--- config.mk ---
export PLATFORM = sky130hd
export DESIGN_NAME = semaforo_temporizador
export DESIGN_NICKNAME = d
export VERILOG_FILES = /design/src/rtl/semaforo_temporizador.sv
export SDC_FILE = /design/constraint.sdc
export NUM_CORES = 1
export LEC_CHECK = 0
export BUFFER_PORTS_ARGS = -buffer_cell sky130_fd_sc_hd__buf_2
export CAP_MARGIN = 10
export CORE_ASPECT_RATIO = 0.5
export CORE_UTILIZATION = 40
export CTS_BUF_LIST = sky130_fd_sc_hd__clkbuf_16
export DETAILED_ROUTE_END_ITERATION = 7
export PLACE_DENSITY_LB_ADDON = 0.25
export SLEW_MARGIN = 15
export SYNTH_ARGS = -nofsm -noshare
export SYNTH_HDL_FRONTEND = slang
export SYNTH_SLANG_ARGS = --single-unit
--- constraint.sdc ---
create_clock -name clk -period 3.1 [get_ports clk]
set_clock_uncertainty 0.15 [all_clocks]
set_input_delay 0.155 -clock clk [delete_from_list [all_inputs] [get_ports clk]]
set_output_delay 0.155 -clock clk [all_outputs]
set_load 0.005 [all_outputs]
--- src/rtl/semaforo_temporizador.sv ---
// Timing/sensor front end of the traffic-light controller: conditions the vehicle
// sensor into CAR, times the red phase into TIMEOUT and flags non-one-hot light feedback.
module semaforo_temporizador #(
  parameter int CW             = 8,
  parameter int DEB_CYCLES     = 4,
  parameter int MIN_VERDE      = 8,
  parameter int TEMPO_VERMELHO = 16
) (
  input  logic clk,
  input  logic res,
  input  logic CAR_RAW,
  input  logic VERDE,
  input  logic AMARELO,
  input  logic VERMELHO,
  output logic CAR,
  output logic TIMEOUT,
  output logic ERRO
);

  localparam logic [CW-1:0] DEB_LAST   = CW'(DEB_CYCLES - 1);
  localparam logic [CW-1:0] VERDE_LAST = CW'(MIN_VERDE - 1);
  localparam logic [CW-1:0] RED_LAST   = CW'(TEMPO_VERMELHO - 1);
  localparam logic [CW-1:0] ONE        = CW'(1);

  logic          s1, s2;
  logic          car_stable;
  logic [CW-1:0] deb_cnt;
  logic [CW-1:0] verde_cnt;
  logic [CW-1:0] red_cnt;
  logic          erro;
  logic          one_hot;

  // Two-flop synchroniser for the asynchronous sensor
  always_ff @(posedge clk or posedge res) begin
    if (res) begin
      s1 <= 1'b0;
      s2 <= 1'b0;
    end else begin
      s1 <= CAR_RAW;
      s2 <= s1;
    end
  end

  // A change is accepted only after DEB_CYCLES consecutive differing samples
  always_ff @(posedge clk or posedge res) begin
    if (res) begin
      car_stable <= 1'b0;
      deb_cnt    <= '0;
    end else if (s2 == car_stable) begin
      deb_cnt <= '0;
    end else if (deb_cnt == DEB_LAST) begin
      car_stable <= s2;
      deb_cnt    <= '0;
    end else begin
      deb_cnt <= deb_cnt + ONE;
    end
  end

  // Phase timers saturate at their last cycle so a stuck phase keeps its flag high
  always_ff @(posedge clk or posedge res) begin
    if (res) begin
      verde_cnt <= '0;
      red_cnt   <= '0;
    end else begin
      if (!VERDE)                       verde_cnt <= '0;
      else if (verde_cnt != VERDE_LAST) verde_cnt <= verde_cnt + ONE;
      if (!VERMELHO)                    red_cnt <= '0;
      else if (red_cnt != RED_LAST)     red_cnt <= red_cnt + ONE;
    end
  end

  always_comb begin
    one_hot = 1'b0;
    case ({VERDE, AMARELO, VERMELHO})
      3'b100, 3'b010, 3'b001: one_hot = 1'b1;
      default:                one_hot = 1'b0;
    endcase
  end

  always_ff @(posedge clk or posedge res) begin
    if (res)          erro <= 1'b0;
    else if (!one_hot) erro <= 1'b1;
  end

  assign CAR     = car_stable & VERDE & (verde_cnt == VERDE_LAST);
  assign TIMEOUT = VERMELHO & (red_cnt == RED_LAST);
  assign ERRO    = erro;

endmodule

==> metrics.txt, run 1 <==
status=complete, no violations; largest net degree at the start of global routing=29; critical path's slowest cell=or3_2; launch point of the worst reg-to-reg path=deb_cnt[0]; WHS Path Cells=3; Critical Path End Type=primary output; worst-path fanout max=6; sequential share of power=approximately half; largest family of logic cells by synthesized area=simple AND/OR/NAND/NOR gates; vias in the first global route=between 900 and 1000; Pre-antenna DRT Iters=4; compound-cell area share of the yosys netlist=between 15 and 20%; Synth Area in Simple Gates=between 20% and 30%; antenna violations before repair=0; Net Sw Power=about 220 uW; Site Rows=14; Initial Util=between 40 and 50%; final hold viol count=0; Clock Tree Root=clkbuf_16; Setup crit start kind=register; CP Cell Sequence=or3_2 -> nor4_1 -> and3_1 -> buf_2; Synth Instances=around 140; Core Region=about 3100 sq um; die width=84.8 um; 1st-iter DRT viols=26; GRT overflow=0; CTS H-tree lvls=1; critical path required time=~2.8 ns; Final Util=between 40% and 50%; Final Max Slew Viols=0; achievable frequency=475 MHz; Worst IR Drop VDD=roughly 0.00020 V; max cap viols=0; Post-Syn Area=~1400 sq um; Synth Register Bits=28; Comb pwr share=13.8%; Hold Path End=red_cnt[2]; io pins=9; cell area power density=534 nW/um^2; Internal Power=slightly above 600 uW; crit path DAT=1.80 ns; PostCTS Resize Cnt=0; Clk pwr share=approximately a third; sequential-to-total area share from yosys stat=51.1%; Max clock buf depth=2; fill count=290; Buf/Inv on CP=1; Mapped Nets=148; CP delay by family, top=simple AND/OR/NAND/NOR gates; RSZ-0062 raised after global routing=false; Clk Latency, worst-skew pair=approximately 0.26 ns; CP max stage delay=0.49 ns; via/cell ratio=about 5.5; worst min path class=in2reg; CTS Hold Bufs=2; Area Overhead vs Synth=13.9%; hold path start=VERMELHO; Die Ht=roughly 43 um; Total Nets Final=between 150 and 200; CTS tree=done; first-pass GRT wire length=between 4 and 5 mm; routed len/inst=~13 um; category of the most critical setup path=reg2out; GRT Resource Usage Total=15.8%; Vias=between 1000 and 1500; Final Cycle Share=about two thirds; hpwl dp=1.76 mm; yosys synthesis warning count=0; Tightest Pin Transition=roughly 0.58 ns; Synth Area in XOR/XNOR=4.47%; antenna diode count=0; worst-case reg-to-reg path depth=4; Post-CTS Setup Repair Bufs=0; mux contribution to synthesized area=0.821%; Total Power=around 830 uW; # clock sinks=28; GP Congestion=around 0.81; wirelength, routed=2.48 mm; minimum clock period=about 2.1 ns; die area=about 3700 sq um; r2r endpoint=car_stable; count of different cell masters after synthesis=28; layout cells sized above 1=11.3%; antenna-violating nets left=0; Leak=approximately 0.67 nW; number of port buffers=8; syn_area_per_cell=between 9 and 10 sq um; setup_tns=0 ns; switching portion of total power=between 20% and 30%; DRC Markers=0; cts bufs inserted=3; adder-cell area share of the yosys netlist=3.65%; Max-slew headroom=between 60% and 70%; setup violators final=0; register-to-register setup slack=between 1 and 1.5 ns; Clock Pin Slew Worst Setup and Hold Paths=0.07 ns
-- cells in the final DEF (no fill, tap or decap) --
| cell | instances |
|---|---|
| dfrtp_1 | 28 |
| o21ai_0 | 13 |
| a21oi_1 | 12 |
| nand3_1 | 11 |
| or3_1 | 10 |
| buf_2 | 8 |
| inv_1 | 7 |
| nand2_1 | 7 |
| nor2_1 | 7 |
| xor2_1 | 6 |
| nor4_1 | 4 |
| nor3_1 | 4 |
| ha_1 | 4 |
| and3_1 | 3 |
| or4_1 | 3 |
| a31oi_1 | 3 |
| clkbuf_16 | 3 |
| dlygate4sd3_1 | 3 |
| nand4_1 | 2 |
| o31ai_1 | 2 |
| or3_2 | 1 |
| o211ai_1 | 1 |
| or4b_1 | 1 |
| mux2_2 | 1 |
| o41ai_4 | 1 |
| xnor2_1 | 1 |
| inv_2 | 1 |
| a21boi_0 | 1 |
| or4_4 | 1 |
| o31a_2 | 1 |
| clkinv_1 | 1 |
-- worst min-delay path, stage by stage --
cell and delay [ns]:
buf_2 0.13, o21ai_0 0.07, a31oi_1 0.04
-- power by group through the flow --
stage               logic [mW]  clock network (mW)  registers, mW
floorplan                0.101                   0          0.423
global placement         0.112                   0          0.437
detailed placement       0.114                   0          0.438
CTS                      0.118               0.302          0.431
global route             0.133               0.314          0.439
finish                   0.115               0.288          0.431
-- per-layer routing --
| layer | global-route usage (%) | part of all wire (%) |
|---|---|---|
| met1 | 20.5 | 48 |
| met2 | 24.7 | 46 |
| met3 | 5.14 | 4.2 |
| met4 | 7.12 | 1.6 |
| met5 | 0 | 0 |
-- worst max path at each step --
stage                     cells after the start  slack (ns)         end    startpoint
after floorplan                               4        1.21  car_stable    deb_cnt[0]
after global placement                        4        1.16  deb_cnt[4]    deb_cnt[0]
after detailed placement                      4        1.10  car_stable    deb_cnt[0]
after CTS                                     4        0.98         CAR  verde_cnt[3]
after global routing                          5        0.87         CAR  verde_cnt[0]
final                                         4        0.99         CAR  verde_cnt[3]
-- metrics by stage --
stage                     instances  setup slack [ns]  cell area [sq um]  hold WS (ns)
after global routing            191             0.867               1560        0.0447
final                           191             0.994               1560        0.0239
after CTS                       190             0.976               1550        0.0183
after detailed placement        184              1.10               1450         0.115
after floorplan                 138              1.21               1370        0.0364
after global placement          184              1.16               1450         0.116
-- Yosys cell counts --
cell / count / area [sq um]
or4_1: 3 / 22.5
o31a_2: 1 / 10.0
or3_2: 1 / 7.51
o41ai_4: 1 / 27.5
a21boi_0: 1 / 7.51
xor2_1: 6 / 52.6
mux2_2: 1 / 11.3
and3_1: 3 / 18.8
nand2_1: 7 / 26.3
or4b_1: 1 / 10.0
inv_1: 8 / 30.0
nor2_1: 7 / 26.3
xnor2_1: 1 / 8.76
dfrtp_1: 28 / 701
buf_2: 1 / 5.00
clkbuf_1: 1 / 3.75
or3_1: 10 / 62.6
o21ai_0: 13 / 65.1
ha_1: 4 / 50.1
nand4_1: 2 / 12.5
nand3_1: 11 / 55.1
or4_4: 1 / 11.3
o31ai_1: 2 / 15.0
a31oi_1: 3 / 18.8
nor4_1: 4 / 25.0
a21oi_1: 12 / 60.1
nor3_1: 4 / 20.0
o211ai_1: 1 / 7.51
-- cell families (layout without fill, tap and decap cells) --
family	after synthesis	in the layout
adders and majority gates	4	4
buffers and inverters	10	23
and+or+nand+nor	54	54
muxes	1	1
DFF	28	28
xor gates and xnor gates	7	7
AOI/OAI and AO/OA	34	34
-- cell type report --
cell class | count | area (sq um) | share of cell area [%]
flip-flops and latches | 28 | 701 | 44.9
well taps | 40 | 50.0 | 3.21
clock inverters | 1 | 3.75 | 0.240
inverters | 8 | 30.0 | 1.92
multi-input cells | 100 | 632 | 40.5
clock buffers | 3 | 75.1 | 4.81
repair buffers | 11 | 70.1 | 4.49
-- sequential cells by signal (all words and copies together) (netlist names) --
register / flops
deb_cnt: 8
red_cnt: 8
verde_cnt: 8
ERRO: 1
car_stable: 1
s1: 1
s2: 1
Power figures use the tool's default switching activity.
==> run 2: changes to the inputs <==
clock period = 1.9 ns   (was 3.1 ns; I/O delays follow)
==> run 2 against run 1 <==
Via count up 3.2%. Routed wire length up 8.6%. Global-route usage is 0.72 points higher. Combinational power increased to 2.8 times the previous value. Register-to-register slack lost 1.1 ns. Critical endpoint is now deb_cnt[6]. Highest routed layer unchanged.
==> metrics.txt, run 2 (synthesized netlist as in run 1, its figures left out) <==
status=complete, no violations; Area Overhead vs Synth=26.6%; Site Rows=14 (unchanged); Post-DP Area=1510 sq um (+3.6%); Critical Path End=deb_cnt[6]; Worst IR Drop VDD=0.000393 V (+97%); CP delay by family, top=simple AND/OR/NAND/NOR gates; design area=1740 sq um (+11%); CP Cell Sequence=ha_2 -> or4b_4 -> buf_6 -> o41ai_4 -> buf_4 -> a21oi_2; worst-case reg-to-reg path depth=6 (+2); antenna-violating nets left=0 (unchanged); WHS Path Cells=0 (-3); die area=3680 sq um (unchanged); crit path DAT=1.86 ns (+0.06 ns); first-pass GRT wire length=4.66 mm (+8.2%); vias in the first global route=981 (+4.3%); Buf/Inv on CP=2 (+1); io pins=9 (unchanged); Vias=1090 (+3.2%); antenna violations before repair=0 (unchanged); Final Max Slew Viols=0 (unchanged); category of the most critical setup path=reg2reg; Total Nets Final=172 (+6.2%); routed len/inst=13.4 um (+3.2%); critical path's slowest cell=or4b_4; layout cells sized above 1=24.2% (+13 points); Clock Pin Slew Worst Setup and Hold Paths=0.07 ns (about the same); Pre-antenna DRT Iters=4 (unchanged); minimum clock period=about 1.9 ns; Clock Tree Root=clkbuf_16; hpwl dp=1.87 mm (+6.0%); Max clock buf depth=2 (unchanged); GP Congestion=0.799 (-1.9%); Initial Util=43.7% (unchanged); wirelength, routed=2.70 mm (+8.6%); via/cell ratio=5.42 (-1.9%); # clock sinks=28 (unchanged); final hold viol count=0 (unchanged); GRT overflow=0 (unchanged); r2r endpoint=deb_cnt[6]; die width=84.8 um (unchanged); commonest non-fill, non-tap cell in the layout=dfrtp_1; Final Util=55.3% (+5.5 points); number of port buffers=8 (unchanged); cts bufs inserted=3 (unchanged); Setup crit start kind=register; Final Cycle Share=98.2%; worst setup path startpoint=deb_cnt[1]; Core Region=3140 sq um (unchanged); critical path required time=1.90 ns (-0.89 ns); top flop regs=deb_cnt x8, red_cnt x8, verde_cnt x8; 1st-iter DRT viols=22 (-15%); fin worst setup slack=0.0333 ns (-0.961 ns); DRC Markers=0 (unchanged); Max-slew headroom=75.5% (+14 points); CTS H-tree lvls=1 (unchanged); number of cells on the critical path=6 (+2); cell area power density=947 nW/um^2 (+77%); Leak=0.743 nW (+11%); register-to-register setup slack=0.03 ns (-1.10 ns); launch point of the worst reg-to-reg path=deb_cnt[1]; setup violators final=0 (unchanged); GRT Resource Usage Total=16.5% (+0.72 points); Clk Latency, worst-skew pair=0.26 ns (about the same); setup_tns=0 ns (unchanged); achievable frequency=between 500 and 600 MHz; Place WS=0.0297 ns (-1.07 ns); final hold slack=0.202 ns (+0.178 ns); largest net degree at the start of global routing=29 (unchanged); CTS tree=done; worst-path fanout max=4 (-2); Critical Path End Type=register; commonest cells after routing, fill and taps aside=dfrtp_1 (27), o21ai_0 (13), nand3_1 (11); Tightest Pin Transition=0.365 ns (-0.213 ns); antenna diode count=0 (unchanged); CP max stage delay=0.46 ns (-0.03 ns); max cap viols=0 (unchanged); Die Ht=43.4 um (unchanged); worst min path class=reg2reg; RSZ-0062 raised after global routing=true
-- run 2: cell types whose count changed in the layout (fill, tap and decap cells not counted), moves of 3 or more --
cell,previous run,this run
a21oi_1,12,9
a21oi_2,0,3
buf_4,0,7
nor2_1,7,3
nor2_2,0,4
-- run 2: routing by layer --
layer	share of wire [%]	track usage, %
met3	2.6	4.57
met2	45	27.2
met1	51	22.1
met5	0	0
met4	0.85	4.07
-- run 2: final cells by class --
class	instances	area (sq um)
multi-input cells	100	694
well taps	40	50.0
flip-flops and latches	28	702
clock buffers	3	75.1
inverters	8	30.0
repair buffers	21	154
fillers	277	1400
clock inverters	1	30.0
-- run 2: worst min-delay path by stage --
stage	start	to	slack (ns)
3_3_place_gp	res	s1	0.03
2_1_floorplan	CAR_RAW	s1	-0.02
4_1_cts	s1	s2	0.20
3_5_place_dp	res	ERRO	0.04
5_1_grt	s1	s2	0.21
6_report	s1	s2	0.20
-- run 2: metrics by stage --
step                std cells  total power, mW
CTS                       200             1.61
floorplan                 138            0.855
finish                    201             1.64
global placement          191            0.967
detailed placement        191            0.977
global route              201             1.71
-- run 2: timing repair --
item / CTS / global route
hold buffers: 5 / 0
endpoints found under the hold margin: 33 / 0
pin swaps: 0 / 3
gates resized for setup: 5 / 13
buffers inserted: 0 / 1
setup endpoints to repair: 2 / 10
-- run 2: report_power, final --
group / switching [mW] / total, mW / internal [mW] / leakage [nW]
Sequential: 0.0525 / 0.695 / 0.642 / 0.370
Combinational: 0.158 / 0.321 / 0.163 / 0.321
Clock: 0.207 / 0.627 / 0.420 / 0.0511
==> run 3: changes to the inputs <==
ABC_AREA = 1   (was unset)
==> run 3 against run 2 <==
Routed wire length is 2.0% lower. Non-clock buffer count is 8 lower. Power is 18% lower. Critical path depth stayed put. Sequential share of layout area is 1.1 points higher. Sequential power hardly changed. Global-route usage is 0.96 points lower. Synthesized cell count is 42% higher. Final area is 2.7% lower. Final cell count is 30% higher. Via count is 12% higher. First-iteration DRC count grew to 2.8 times the previous value. Critical path type is now reg2out. Critical endpoint is now CAR. Largest cell class unchanged. Highest routed layer unchanged.
==> metrics.txt, run 3 <==
CTS H-tree lvls=1 (unchanged); commonest cells after routing, fill and taps aside=nand2_1 (54), nor2_1 (35), dfrtp_1 (27); Clk Latency, worst-skew pair=0.26 ns (about the same); minimum clock period=1.72 ns (-0.147 ns); DRC Markers=0 (unchanged); Max clock buf depth=2 (unchanged); largest family of logic cells by synthesized area=simple AND/OR/NAND/NOR gates; RSZ-0062 raised after global routing=false; category of the most critical setup path=reg2out; antenna diode count=0 (unchanged); Area contributors post-synth=dfrtp_1 (48%), nand2_1 (14%), nor2_1 (8.9%); cts bufs inserted=3 (unchanged); Core Region=3470 sq um (+11%); Die Ht=44.9 um (+3.4%); Initial Util=42.3% (-1.4 points); yosys synthesis warning count=0 (unchanged); Synth Flop Type=dfrtp_1; Place WS=0.414 ns (+0.384 ns); routed len/inst=10.1 um (-25%); compound-cell area share of the yosys netlist=3.91% (-12 points); max cap viols=0 (unchanged); Pre-antenna DRT Iters=4 (unchanged); CTS tree=done; Clk pwr share=34.5% (-3.7 points); cell area power density=798 nW/um^2 (-16%); crit path DAT=1.47 ns (-0.39 ns); status=complete, no violations; Commonest cells post-synth=nand2_1 (54), nor2_1 (35), dfrtp_1 (28); setup_tns=0 ns (unchanged); Final Cycle Share=90.5% (-7.7 points); antenna violations before repair=0 (unchanged); count of different cell masters after synthesis=16 (-43%); Total Nets Final=222 (+29%); GP Congestion=0.873 (+9.3%); Clock Pin Slew Worst Setup and Hold Paths=0.06 ns (about the same); Area Overhead vs Synth=14.8%; Yosys top cell by area=dfrtp_1; Synth Area in XOR/XNOR=3.57% (-0.90 points); Post-Syn Area=1470 sq um (+7.2%); Final Max Slew Viols=0 (unchanged); design area=1690 sq um (-2.7%); GRT Resource Usage Total=15.5% (-0.96 points); die width=87.7 um (+3.5%); Synth Register Bits=28 (unchanged); Internal Power=990 uW (-19%); largest net degree at the start of global routing=28 (-3.4%); Worst IR Drop VDD=0.000252 V (-36%); switching portion of total power=26.5% (+1.0 points); DP Cell Count=254 (+33%); Async S/R FF share, synth=100% (unchanged); final hold viol count=0 (unchanged); critical path's slowest cell=dfrtp_2; achievable frequency=581 MHz (+8.5%); Tightest Pin Transition=0.349 ns (-0.0158 ns); Synth Area in Simple Gates=34.6% (+13 points); mux contribution to synthesized area=0% (-0.82 points); Site Rows=15 (+1); wirelength, routed=2.64 mm (-2.0%); Net Sw Power=357 uW (-15%); vias in the first global route=1075 (+9.6%); via/cell ratio=4.69 (-14%); syn_area_per_cell=7.50 sq um (-25%); adder-cell area share of the yosys netlist=3.40% (-0.25 points); 1st-iter DRT viols=62 (+180%); setup violators final=0 (unchanged); GRT overflow=0 (unchanged); hpwl dp=1.94 mm (+4.0%); Post-synth EDFFs=0 (unchanged); first-pass GRT wire length=4.62 mm (-0.88%); worst-path fanout max=6 (+2); # clock sinks=28 (unchanged); Max-slew headroom=76.7% (+1.3 points); antenna-violating nets left=0 (unchanged); CP max stage delay=0.41 ns (-0.05 ns); Comb pwr share=13.9% (-5.6 points); register-to-register setup slack=0.52 ns (+0.49 ns); Setup crit start kind=register; top flop regs=deb_cnt x8, red_cnt x8, verde_cnt x8; critical path required time=1.65 ns (-0.25 ns); top-count cell post-synth=nand2_1; io pins=9 (unchanged); Synth Instances=196 (+42%); Post-DP Area=1570 sq um (+4.4%); Clock Tree Root=clkbuf_16; Non-Filler Instances=261 (+30%); Yosys top cell area share=47.7% (-3.4 points); Mapped Nets=206 (+39%); CP Cell Sequence=ha_1 -> nand2_1 -> nor2_1 -> nand2_2 -> nor3_2 -> buf_2; Leak=0.851 nW (+15%); fin worst setup slack=0.180 ns (+0.147 ns); worst min path class=in2reg; die area=3940 sq um (+7.0%); Critical Path End Type=primary output; sequential share of power=51.6% (+9.3 points); commonest non-fill, non-tap cell in the layout=nand2_1; Vias=1223 (+12%); sequential-to-total area share from yosys stat=47.7% (-3.4 points); layout cells sized above 1=10.5% (-14 points); number of port buffers=8 (unchanged)
## run 3: what timing repair did
item                       in CTS  in global routing
hold buffers                    4                  0
gates resized for setup         0                  1
hold endpoints to repair       33                  0
buffers inserted                0                  0
setup endpoints to repair       0                  1
## run 3: per-layer routing
metal | GRT usage [%] | up-vias | share of wire [%]
met2 | 26.8 | 17 | 48
li1 | - | 636 | -
met1 | 19.6 | 568 | 48
met5 | 0 | - | 0
met4 | 2.95 | 0 | 0.45
met3 | 4.94 | 2 | 3.3
## run 3: stage by stage
step                      power (mW)  util [%]  hold slack [ns]
after CTS                       1.37      48.6          0.00782
final                           1.35      48.6          0.00897
after floorplan                0.839         -          -0.0236
after global placement         0.886      45.3           -0.213
after global routing            1.43      48.6           0.0282
after detailed placement       0.888      45.3           -0.211
## run 3: final cells by class
class | count | area [sq um]
inverters | 24 | 90.1
flip-flops and latches | 28 | 702
clock buffers | 3 | 75.1
well taps | 51 | 63.8
fillers | 343 | 1780
multi-input cells | 142 | 669
repair buffers | 13 | 87.6
## run 3: path summary, 6_finish.rpt
| path | endpoint | start | cells after the start |
|---|---|---|---|
| worst min-delay path | red_cnt[7] | VERMELHO | 3 |
| worst max-delay path | CAR | verde_cnt[0] | 6 |
| min in group asynchronous | s1 | res | 3 |
| max in group asynchronous | verde_cnt[0] | res | 4 |
| worst max register to register | red_cnt[1] | red_cnt[0] | 6 |
| worst min register to register | s2 | s1 | 0 |
## run 3: power by group through the flow
stage	logic [mW]	clock network, mW	registers, mW
finish	0.187	0.464	0.696
global route	0.217	0.508	0.703
CTS	0.190	0.484	0.694
detailed placement	0.182	0	0.706
global placement	0.181	0	0.704
floorplan	0.145	0	0.694
## run 3: critical path, delay by kind of cell (launching register included)
kind	cells	cell delay [ns]
flip-flops	1	0.41
buffers and inverters	1	0.13
adder cells (fa/ha/maj)	1	0.22
AND/OR/NAND/NOR	4	0.47
## run 3: logic make-up (layout without fill, tap and decap cells)
group           count (synthesis)  count (layout)
xor+xnor                        6               6
simple gates                  121             121
compound gates                 11              11
fa+ha+maj                       4               4
flops                          28              28
buf+inv                        26              40
